File: config.mk
export PLATFORM = sky130hd
export DESIGN_NAME = systolic_array_ctrl
export DESIGN_NICKNAME = d
export VERILOG_FILES = /design/src/rtl/systolic_array_ctrl.sv
export SDC_FILE = /design/constraint.sdc
export NUM_CORES = 1
export LEC_CHECK = 0
export ABC_AREA = 1
export CORE_MARGIN = 3
export CORE_UTILIZATION = 30
export CTS_CLUSTER_SIZE = 8
export DETAILED_ROUTE_END_ITERATION = 12
export DONT_BUFFER_PORTS = 1
export PLACE_DENSITY = 0.51
export SKIP_LAST_GASP = 1
export SYNTH_ARGS = -nofsm -noshare
export SYNTH_HDL_FRONTEND = slang
export SYNTH_SLANG_ARGS = --single-unit
File: constraint.sdc
create_clock -name i_clk -period 2.28 [get_ports i_clk]
set_clock_uncertainty 0.2 [all_clocks]
set_input_delay 0.456 -clock i_clk [delete_from_list [all_inputs] [get_ports i_clk]]
set_output_delay 0.456 -clock i_clk [all_outputs]
set_load 0.01 [all_outputs]
File: src/rtl/systolic_array_ctrl.sv
// Sequencing controller for the NxN systolic-array multiplier: accepts a
//    request, pulses operand capture and accumulator clear, drives the skew
//    feeders for STEPS cycles, then holds the result until it is consumed.
// Latency: accept at cycle t -> o_shiftEn high t+1..t+STEPS -> o_validResult
//    from t+STEPS+1. Backpressure: o_validResult is held while i_resultReady is
//    low; o_ready is low during streaming and while an unconsumed result is held.
// Ports:
//    i_clk, i_arst        clock (rising edge), asynchronous active-high reset
//    i_validInput/o_ready request handshake; o_loadInputs/o_peClear = accept
//    o_shiftEn, o_step    feeder advance and current stream cycle index
//    o_busy               high while streaming or holding a result
//    o_validResult        result handshake with i_resultReady
//    i_flush              synchronous abort, highest priority
module systolic_array_ctrl #(
   parameter int N = 4
) (
   input  logic                               i_clk,
   input  logic                               i_arst,
   input  logic                               i_validInput,
   output logic                               o_ready,
   output logic                               o_loadInputs,
   output logic                               o_peClear,
   output logic                               o_shiftEn,
   output logic [$clog2(3*N-2)-1:0]           o_step,
   output logic                               o_busy,
   output logic                               o_validResult,
   input  logic                               i_resultReady,
   input  logic                               i_flush
);

   // The last PE (N-1,N-1) sees its final operand pair after 3N-2 shifts.
   localparam int STEPS = 3*N - 2;
   localparam int CW    = $clog2(STEPS);
   localparam logic [CW-1:0] LAST_STEP = CW'(STEPS - 1);

   typedef enum logic [1:0] {
      IDLE   = 2'd0,
      STREAM = 2'd1,
      DONE   = 2'd2
   } state_t;

   state_t          state_q, state_d;
   logic [CW-1:0]   cnt_q, cnt_d;
   logic            accept;

   always_ff @(posedge i_clk or posedge i_arst) begin
      if (i_arst) begin
         state_q <= IDLE;
         cnt_q   <= '0;
      end else begin
         state_q <= state_d;
         cnt_q   <= cnt_d;
      end
   end

   // Ready in DONE only when the consumer takes the result this same cycle,
   // which lets a new request start with no idle bubble.
   always_comb begin
      o_ready = (state_q == IDLE) || ((state_q == DONE) && i_resultReady);
      accept  = i_validInput && o_ready && !i_flush;
   end

   assign o_loadInputs = accept;
   assign o_peClear    = accept;

   always_comb begin
      state_d = state_q;
      cnt_d   = cnt_q;
      unique case (state_q)
         IDLE: begin
            cnt_d = '0;
            if (accept) begin
               state_d = STREAM;
            end
         end
         STREAM: begin
            if (i_flush) begin
               state_d = IDLE;
               cnt_d   = '0;
            end else if (cnt_q == LAST_STEP) begin
               state_d = DONE;
               cnt_d   = '0;
            end else begin
               cnt_d = cnt_q + 1'b1;
            end
         end
         DONE: begin
            cnt_d = '0;
            if (i_flush) begin
               state_d = IDLE;
            end else if (accept) begin
               state_d = STREAM;
            end else if (i_resultReady) begin
               state_d = IDLE;
            end
         end
         default: begin
            state_d = IDLE;
            cnt_d   = '0;
         end
      endcase
   end

   // Registered-state outputs only; no input reaches these.
   always_comb begin
      o_shiftEn     = (state_q == STREAM);
      o_busy        = (state_q == STREAM) || (state_q == DONE);
      o_validResult = (state_q == DONE);
      o_step        = (state_q == STREAM) ? cnt_q : '0;
   end

endmodule

==> results.tsv <==
stage	metric	value	unit
timing	max-slew violation count	0	
cts	H-Tree Depth	1	
synthesis	Mapped Cells	59	
die	Core ar.	1350	sq um
die	num rows	13	
grt	initial antenna violation count	0	
timing	fin crit share	95.2	%
final_layout	# diodes	0	
final_layout	multi-input combinational cell area	230	sq um
route	vias per inst	4.19	
synthesis	Area contributors post-synth	dfrtp_1, ha_1, inv_1	
synthesis	unique cell type count in the Yosys netlist	14	
placement	Detail Placement HPWL	606	um
power	Leakage	0.294	nW
cts	Worst-Skew Late Latency	0.25	ns
setup_path	WP data required	1.62	ns
grt	largest net degree at the start of global routing	8	
route	final antenna-violating net count	0	
setup_path	Critical Path Sink Type	primary output	
worst_hold_path	Hold Crit Class	input pin to register	
final_layout	share of layout cells above drive strength 1	12.9	%
die	Die W	44.5	um
power	Pwr Density	960	nW/um^2
synthesis	post-synthesis sequential area ratio	33.8	%
die	Die Footprint	1980	sq um
synthesis	synth warn	0	
synthesis	leading area contributor after synthesis	dfrtp_1	
cts	setup bufs post-CTS	0	
die	Die Ht	44.5	um
synthesis	Post-Syn Nets	70	
final_layout	Register Area	150	sq um
status	status	finished, final reports clean	
route	Pre-Repair DR Iteration Count	2	
final_layout	area grow syn2layout	9.86	%
route	detailed-route via count	323	
placement	number of port buffers	0	
setup_path	r2r setup slk	0.62	ns
grt	global route overflow	0	
worst_hold_path	WHS Endpoint	state_q[1]$_DFFE_PP0P_	
timing	Max Fclk	0.461	GHz
cts	Root Buffer	clkbuf_4	
setup_path	RR Endpoint	state_q[1]$_DFFE_PP0P_	
power	Final Total Pwr	0.468	mW
cts	CTS tree	built	
timing	min Tclk post-route	2.17	ns
cts	Max Buffers Root-to-Sink	2	
timing	Final Hold Fails	0	
power	VDD IR-drop max	0.000324	V
setup_path	CP startpoint kind	register	
final_layout	Filler Cell Count	140	
route	routed length per placed instance	9.78	um
grt	first-pass GRT wire length	1210	um
setup_path	worst r2r src	state_q[0]$_DFFE_PP0P_	
route	Starting DRT DRC Count	2	
timing	Rel. slew slack	80.0	%
synthesis	Post-Syn Area per Cell	7.53	sq um
worst_hold_path	Min-Delay Path Depth	3	
final_layout	nets	75	
synthesis	share of the synthesized area in the top cell type	33.8	%
timing	RSZ-0062 raised after global routing	no	
synthesis	count of state elements after synthesis	6	
setup_path	R2R depth	9	
placement	GPL Wtd Cong	0.710	
cts	clock slew at reported path FFs	0.05	ns
grt	vias in the first global route	283	
timing	Worst Tran Pin Value	0.299	ns
setup_path	CP Data Arrival Time	1.51	ns
timing	setup TNS	0	ns
route	drt drc	0	
setup_path	critical path class	register to primary output	
setup_path	critical path fanouts, max	4	
die	Initial Util	32.9	%
die	Boundary Pins	15	
grt	Global Route Usage Sum	9.08	%
timing	Setup violations, final	0	
route	DRT Wirelength	753	um
cts	TritonCTS buffer count	3	
synthesis	Mapped Area	444	sq um
worst_hold_path	worst hold start	i_flush	
run	total of max-cap violations	0	
cts	TritonCTS sink count	6	
==> state kept, by name, indices dropped and copies added, names as in the netlist <==
signal	flops
cnt_q	4
state_q	2
==> where the power goes <==
| part | total (mW) | leakage, nW | internal (mW) | switching [mW] |
|---|---|---|---|---|
| Combinational | 0.216 | 0.199 | 0.0715 | 0.145 |
| Sequential | 0.149 | 0.0813 | 0.127 | 0.0224 |
| Clock | 0.103 | 0.0138 | 0.0599 | 0.0430 |
| Total | 0.468 | 0.294 | 0.258 | 0.210 |
==> routing by layer <==
| metal | global-route usage (%) | vias up | part of all wire [%] |
|---|---|---|---|
| li1 | - | 175 | - |
| met1 | 12.1 | 133 | 52 |
| met3 | 4.07 | 2 | 7.6 |
| met2 | 10.0 | 13 | 38 |
| met4 | 9.04 | 0 | 2.8 |
| met5 | 0 | - | 0 |
==> logic make-up after synthesis <==
kind of cell	count (synthesis)	share of synthesized area, %
buffers and inverters	16	14.4
XOR/XNOR	2	3.94
flip-flops	6	33.8
AND/OR/NAND/NOR	29	31.0
adder cells (fa/ha/maj)	6	16.9
==> critical path: stages, from the launching register on <==
cell     delay [ns]
dfrtp_1        0.40
inv_1          0.09
ha_1           0.26
nand2_1        0.07
nand2_1        0.15
nand2_1        0.11
inv_1          0.18
==> area by class of cell <==
| type | count | area share [%] |
|---|---|---|
| inverters | 15 | 11.5 |
| flip-flops and latches | 6 | 30.8 |
| repair buffers | 1 | 2.05 |
| multi-input cells | 37 | 47.2 |
| clock buffers | 3 | 4.62 |
| well taps | 15 | 3.85 |
==> cell usage after synthesis, drive strengths merged <==
cell type	count
dfrtp	6
buf	1
nor2	8
xnor2	1
nand3	4
inv	15
nand2	16
xor2	1
nand3b	1
ha	6
==> placed cells by master, fill, tap and decap left out <==
cell type / netlist / layout
clkbuf_4: 0 / 3
inv_2: 1 / 1
nor2_4: 1 / 1
nor2_1: 7 / 7
nand3b_1: 1 / 1
dlygate4sd3_1: 0 / 1
dfrtp_1: 6 / 6
nand2_4: 1 / 1
ha_1: 6 / 6
inv_1: 14 / 14
nand2_2: 2 / 2
nand2_1: 13 / 13
xor2_1: 1 / 1
xnor2_1: 1 / 1
nand3_1: 4 / 4
==> stage by stage <==
stage          instance area [sq um]  hold WS [ns]  util [%]  cells  worst slack [ns]
2_1_floorplan                    444        0.0470         -     59             0.408
3_3_place_gp                     455        0.0814      33.7     73             0.412
3_5_place_dp                     455        0.0752      33.7     73             0.367
4_1_cts                          488         0.197      36.1     77            0.0881
5_1_grt                          488         0.205      36.1     77           0.00458
6_report                         488         0.196      36.1     77             0.110
==> repair_timing <==
action                                 4_1_cts  5_1_grt
resized for setup                            0        0
hold buffers                                 1        0
endpoints found under the hold margin        6        0
==> how the worst max path moves through the flow <==
stage / endpoint / cells after the start / slack, ns / startpoint
2_1_floorplan: o_peClear / 7 / 0.41 / state_q[0]$_DFFE_PP0P_
3_3_place_gp: o_peClear / 6 / 0.41 / state_q[0]$_DFFE_PP0P_
3_5_place_dp: o_peClear / 6 / 0.37 / state_q[0]$_DFFE_PP0P_
4_1_cts: o_peClear / 6 / 0.09 / state_q[0]$_DFFE_PP0P_
5_1_grt: o_loadInputs / 6 / 0.005 / state_q[0]$_DFFE_PP0P_
6_report: o_peClear / 6 / 0.11 / state_q[0]$_DFFE_PP0P_
(Power assumes the default switching activity.)
